[config.mk]
export PLATFORM = sky130hd
export DESIGN_NAME = classifier_argmax_selector
export DESIGN_NICKNAME = d
export VERILOG_FILES = /design/src/rtl/classifier_argmax_selector.sv
export SDC_FILE = /design/constraint.sdc
export NUM_CORES = 1
export LEC_CHECK = 0
export ABC_AREA = 1
export BUFFER_PORTS_ARGS = -buffer_cell sky130_fd_sc_hd__buf_4
export CORE_MARGIN = 1
export CORE_UTILIZATION = 48
export CTS_CLUSTER_SIZE = 24
export DETAILED_ROUTE_END_ITERATION = 12
export PLACE_DENSITY = 0.83
export SLEW_MARGIN = 20
export SYNTH_ARGS = -nofsm -noshare
export SYNTH_HDL_FRONTEND = slang
export SYNTH_SLANG_ARGS = --single-unit
[constraint.sdc]
create_clock -name clk -period 1.5 [get_ports clk]
set_input_delay 0.3 -clock clk [delete_from_list [all_inputs] [get_ports clk]]
set_output_delay 0.3 -clock clk [all_outputs]
set_load 0.01 [all_outputs]
[src/rtl/classifier_argmax_selector.sv]
// Argmax over one frame of per-class scores; the winning class index is held
// for the seven-segment display and reported with its score and a done pulse.
module classifier_argmax_selector #(
  parameter int NUM_CLASSES = 10,
  parameter int SCORE_WIDTH = 8,
  parameter int INDEX_WIDTH = 4
) (
  input  logic                   clk,
  input  logic                   reset,
  input  logic                   start,
  input  logic                   score_valid,
  input  logic [SCORE_WIDTH-1:0] score_data,
  output logic                   busy,
  output logic                   result_valid,
  output logic [INDEX_WIDTH-1:0] result_class,
  output logic [SCORE_WIDTH-1:0] result_score,
  output logic [7:0]             integer_to_be_displayed,
  output logic [1:0]             state_dbg
);

  // Handshake: a score is taken on a rising clk edge where the block is in
  // COLLECT and score_valid=1; there is no ready, scores outside a frame are dropped.

  typedef enum logic [1:0] {
    IDLE    = 2'd0,
    COLLECT = 2'd1,
    DONE    = 2'd2
  } state_t;

  localparam logic [INDEX_WIDTH-1:0] LAST_IDX = INDEX_WIDTH'(NUM_CLASSES - 1);

  state_t                 state, state_next;
  logic [INDEX_WIDTH-1:0] count;
  logic [INDEX_WIDTH-1:0] best_idx, next_idx;
  logic [SCORE_WIDTH-1:0] best_score, next_score;
  logic                   accept, last, take;

  always_comb begin
    state_next = state;
    accept     = (state == COLLECT) && score_valid;
    last       = (count == LAST_IDX);
    // Strict compare keeps the lower index on ties; class 0 always loads.
    take       = accept && ((count == '0) || (score_data > best_score));
    next_idx   = take ? count : best_idx;
    next_score = take ? score_data : best_score;

    case (state)
      IDLE:    if (start) state_next = COLLECT;
      COLLECT: if (accept && last) state_next = DONE;
      DONE:    state_next = IDLE;
      default: state_next = IDLE;
    endcase
  end

  assign busy         = (state == COLLECT);
  assign result_valid = (state == DONE);
  assign state_dbg    = state;

  always_ff @(posedge clk) begin
    if (reset) begin
      state                   <= IDLE;
      count                   <= '0;
      best_idx                <= '0;
      best_score              <= '0;
      result_class            <= '0;
      result_score            <= '0;
      integer_to_be_displayed <= '0;
    end else begin
      state <= state_next;
      if (state == IDLE && start) begin
        count <= '0;
      end
      if (accept) begin
        count      <= last ? '0 : count + INDEX_WIDTH'(1);
        best_idx   <= next_idx;
        best_score <= next_score;
      end
      // Result registers load on the final accept so they are visible in DONE.
      if (accept && last) begin
        result_class            <= next_idx;
        result_score            <= next_score;
        integer_to_be_displayed <= 8'(next_idx);
      end
    end
  end

endmodule

* Yosys cells after proc, flatten, opt, wreduce, memory -nomap -nowiden
Cells that the tools add are included.
W data, S select, Z words.
** Cells by class
- Add/sub/neg operators :: 1
- Multiply operators :: 0
- Divide/modulo/power cells :: 0
- $lt $le $gt $ge :: 1
- Eq/ne operators :: 5
- Shift operators :: 0
- Muxes and demuxes :: 8
- Bitwise gates (word level) :: 0
- Reductions and logical operators :: 9
** Operators with widths (count)
- $mux W4 :: 4
- $gt A8 B8 Y1 :: 1
- $mux W8 :: 1
- $add A4 B1 Y4 const B :: 1
- $eq A4 B4 Y1 const B :: 1
- $logic_and A1 B1 Y1 :: 4
- $logic_not A4 Y1 :: 1
- $mux W2 :: 2
- $pmux W2 S2 :: 1
- $eq A2 B1 Y1 const B :: 1
- $eq A2 B2 Y1 const B :: 1
- $logic_not A2 Y1 :: 1
- $ne A2 B1 Y1 const B :: 1
- $ne A2 B2 Y1 const B :: 1
- $reduce_and A2 Y1 :: 1
- $reduce_bool A2 Y1 :: 1
- $logic_or A1 B1 Y1 :: 1
** Word-level totals
- Flip-flop bits (word level) :: 30
- Bits in latches :: 0
- Memory bits (writable) :: 0
- Bits in read-only memories :: 0
- Input bits :: 12
- Output and inout port bits :: 24
- Memories kept :: 0

* Logic depth before layout (Yosys ltp)
- Depth after elaboration :: 5
- Depth in mapped cells :: 17
- Mapped depth without buffers :: 16

* Worst setup path after synthesis
OpenSTA, ideal clock, no wires.
- Path kind :: register -> register
- Start :: register best_score[5]
- End :: register integer_to_be_displayed[0]
- Arrival time :: 1453 ps
- Required time :: 1391 ps
- Setup slack :: -62 ps
- Stages on the path, launching flop included :: 14
- Period minus slack after synthesis :: 1562 ps
- Cells stage by stage :: dfxtp_1 -> inv_1 -> ha_1 -> a21oi_1 -> nor2_1 -> nor2_1 -> nand2_1 -> nand2_1 -> nand2_4 -> buf_6 -> nand3_1 -> nand3_1 -> nand2_1 -> inv_1
** Between the ends
- Word-level cells in the longest chain between the ends :: 4
** RTL lines
- from (decl) :: RTL line 35 : logic [SCORE_WIDTH-1:0] best_score, next_score;
- from (signal assigned) :: RTL line 76 : best_score <= next_score;
- $gt A8 B8 Y1 :: RTL line 43 : take = accept && ((count == '0) || (score_data > best_score));
- $logic_or A1 B1 Y1 :: RTL line 43
- $logic_and A1 B1 Y1 :: RTL line 43
- $mux W4 :: RTL line 44 : next_idx = take ? count : best_idx;
- to (signal assigned) :: RTL line 82 : integer_to_be_displayed <= 8'(next_idx);
- to (decl) :: RTL line 17 : output logic [7:0] integer_to_be_displayed,
Every way passes these cells.
A chain may end at the register's enable or synchronous reset.

* Final worst setup path
- Start :: register best_score[1]
- End :: register best_score[3]
** Between the ends
- Word-level cells in the longest chain between the ends :: 4
** RTL lines
- $gt A8 B8 Y1 :: RTL line 43
- $logic_or A1 B1 Y1 :: RTL line 43
- $logic_and A1 B1 Y1 :: RTL line 43
- $mux W8 :: RTL line 45 : next_score = take ? score_data : best_score;
Every way passes these cells.

==> flow_summary_export.csv <==
group,metric,value,unit
hold_path,hold_path.class,"input port to flip-flop",
cts,clkSlewWorstSetupHoldPaths,0.11,ns
power,worst_ir_drop_vdd,0.492,mV
setup_path,capturing_element_type_of_the_critical_path,"flip-flop",
timing,fmax,0.543,GHz
cts,cts.sink_count,30,
yosys,synth.yosys.warnings,0,
finish,final_common_cell,"buf_4",
run_status,run_status,"finished with violations",
cts,worst_skew_pair.late_latency,0.35,ns
route,dr_total_vias,1587,
timing,final_period_minus_worst_setup_slack,1.84,ns
finish,drive_above_1_share,50.6,%
finish,nNetsFinal,287,
global_route,track_usage,23.7,%
die,dieArea,3640,um^2
cts,htree_num_levels,2,
place,dp_hpwl,2.32,mm
global_route,grt_pass1_vias,1437,
cts,tritoncts,"built",
yosys,sequential_cell_area_fraction_in_the_yosys_report,36.8,%
route,ant_nets,0,
place,placed_area,1910,um^2
place,gp_congestion,0.812,
yosys,post_synth_num_cell_types,24,
yosys,yosys_register_bits,30,
place,portbufs,31,
yosys,netlist_instances,219,
setup_path,crit_path_start_kind,"flip-flop",
timing,share_of_the_clock_period_used_by_the_worst_path,123,%
global_route,grt_use_met3,7.04,%
yosys,synth_area,1630,um^2
finish,layout.cells.most_common_list,"47 x buf_4, 29 x nor2_1, 25 x nand2_1",
setup_path,critical_path_arrival,2.12,ns
die,die_w,60.3,um
finish,areaGrowthSynthToFinish,45.9,%
die,fp-row-count,20,
global_route,grt_use_met2,41.8,%
hold_path,hold-path-cell-count,3,
die,core_area,3150,um^2
route,drt_first_iter_violations,112,
job,maxCapViolations,0,
finish,finish.instance_area,2380,um^2
cts,post_cts_hold_buffer_count,0,
global_route,grt_start_max_net_pins,31,
setup_path,timing.reg2reg.worst_path_depth,14,
power,p_total,1.70,mW
run_status,failed_checks,"negative setup slack",
route,drt_drc,0,
route,drtPass1Iterations,4,
global_route,grt.met1_usage,25.1,%
route,drt-total-wl,4.66,mm
timing,fin_worst_skew,0.0179,ns
cts,cts_root_buf,"clkbuf_4",
cts,cts_inserted_buffers,5,
global_route,grt_first_pass_wirelength,6.19,mm
die,chipHeight,60.3,um
power,p_leak,1.03,nW
finish,antenna_diode_instance_count,0,
global_route,globalRouteOverflowTotal,0,
setup_path,ff2ff_setup_slack,-0.34,ns
timing,layout_setup_ws,-0.341,ns
die,initial_core_util,51.8,%
route,routed_wire_per_std_cell,15.1,um
setup_path,timing_worst_setup_path_type,"flip-flop to flip-flop",
timing,unrepaired_setup_endpoints_after_global_routing,"true",
timing,slew_viol_final,0,
timing,setup_viol_count_final,24,
power,power_density,713,nW/um^2
setup_path,worstPathMaxFanout,6,
route,vias_per_cell,5.14,
timing,final_hold_viol_count,0,
global_route,grt-busiest-layer,"met2",
cts,clock_path_buffers,2,
yosys,syn-mean-instance-area,7.46,um^2
setup_path,crit_required,1.78,ns
finish,multiInputGateArea,1150,um^2
global_route,initial_antenna_violation_count,0,
die,io_pins,36,
finish,layout.area.seq,611,um^2
finish,final.fill_count,198,
-- Yosys cell counts --
cell,count,area share [%]
buf_6,2,1.4
nand4_1,1,0.38
nand2_2,10,3.8
a221oi_1,1,0.54
buf_12,1,1.2
nand3_1,28,8.6
nor2_1,29,6.7
a21oi_1,17,5.2
inv_1,29,6.7
nand2_1,33,7.6
clkinv_1,1,0.23
a21o_1,1,0.46
nor2_4,2,1.4
xor2_1,1,0.54
nand2_4,3,2.1
inv_2,2,0.46
nor2_2,1,0.38
ha_1,11,8.4
conb_1,1,0.23
a31oi_4,1,1.3
clkbuf_1,3,0.69
dfxtp_1,30,37
a211oi_1,1,0.46
buf_4,10,4.6
-- final cells by class --
type / count / share of cell area (%)
repair buffers: 49 / 16.1
flip-flops and latches: 30 / 25.6
inverters: 32 / 5.09
clock inverters: 1 / 0.210
multi-input cells: 146 / 48.4
well taps: 44 / 2.31
clock buffers: 7 / 2.31
-- state kept, by name (all words and copies together) (netlist names) --
name and flops:
integer_to_be_displayed 4, best_idx 4, best_score 8, state_dbg 2, count 4, result_score 8
-- metrics by stage --
stage	worst slack [ns]	hold slack (ns)	util, %	std cells	setup TNS (ns)
2_1_floorplan	-0.0328	0.444	-	222	-0.323
3_3_place_gp	-0.263	0.453	60.7	293	-5.10
3_5_place_dp	-0.297	0.461	60.7	293	-5.85
4_1_cts	-0.158	0.251	70.5	306	-2.65
5_1_grt	-0.448	0.246	75.6	309	-8.90
6_report	-0.341	0.251	75.6	309	-6.69
-- worst max-delay path: stages (launching register included) --
cell and delay (ns):
dfxtp_2 0.36, inv_2 0.05, ha_4 0.26, nand2_2 0.04
nand2_1 0.09, nand2_1 0.07, nand2_1 0.08, nand2_1 0.09
nand2_2 0.09, nand2_4 0.07, buf_6 0.14, nand2_8 0.10
nand3_4 0.09, buf_4 0.14, a21oi_2 0.11
-- layer usage --
layer | routed length (um) | vias up
met2 | 2520 | 59
met3 | 307 | 18
met5 | 0 | -
li1 | - | 770
met4 | 186 | 0
met1 | 1640 | 740
-- what timing repair did --
action                                 in CTS  in global routing
cloned                                      2                  0
setup endpoints to repair                  24                 26
setup buffers                               3                  3
gates resized for setup                    43                 31
pin swaps                                  21                 19
endpoints found under the hold margin       0                  0
-- cells by family (layout without fill, tap and decap cells) --
| family | Yosys count | count (layout) | synth area share (%) |
|---|---|---|---|
| XOR/XNOR | 1 | 1 | 0.536 |
| buffers and inverters | 48 | 89 | 15.2 |
| adder cells (fa/ha/maj) | 11 | 11 | 8.42 |
| flip-flops | 30 | 30 | 36.8 |
| AO/OA/AOI/OAI | 21 | 21 | 7.96 |
| AND/OR/NAND/NOR | 107 | 109 | 30.9 |
| other | 1 | 4 | 0.229 |
-- report_power, final --
part	leakage [nW]	switching [mW]	internal (mW)
combinational	0.746	0.202	0.146
sequential	0.246	0.0110	0.811
clock	0.0353	0.303	0.227
total	1.03	0.515	1.18
-- final timing paths --
check | start | end
setup reg to reg | best_score[1]$_SDFFE_PP0P_ | best_score[3]$_SDFFE_PP0P_
hold reg to reg | best_idx[2]$_SDFFE_PP0P_ | best_idx[2]$_SDFFE_PP0P_
hold / removal | score_data[0] | best_score[0]$_SDFFE_PP0P_
setup / recovery | best_score[1]$_SDFFE_PP0P_ | best_score[3]$_SDFFE_PP0P_
Power figures use the tool's default switching activity.
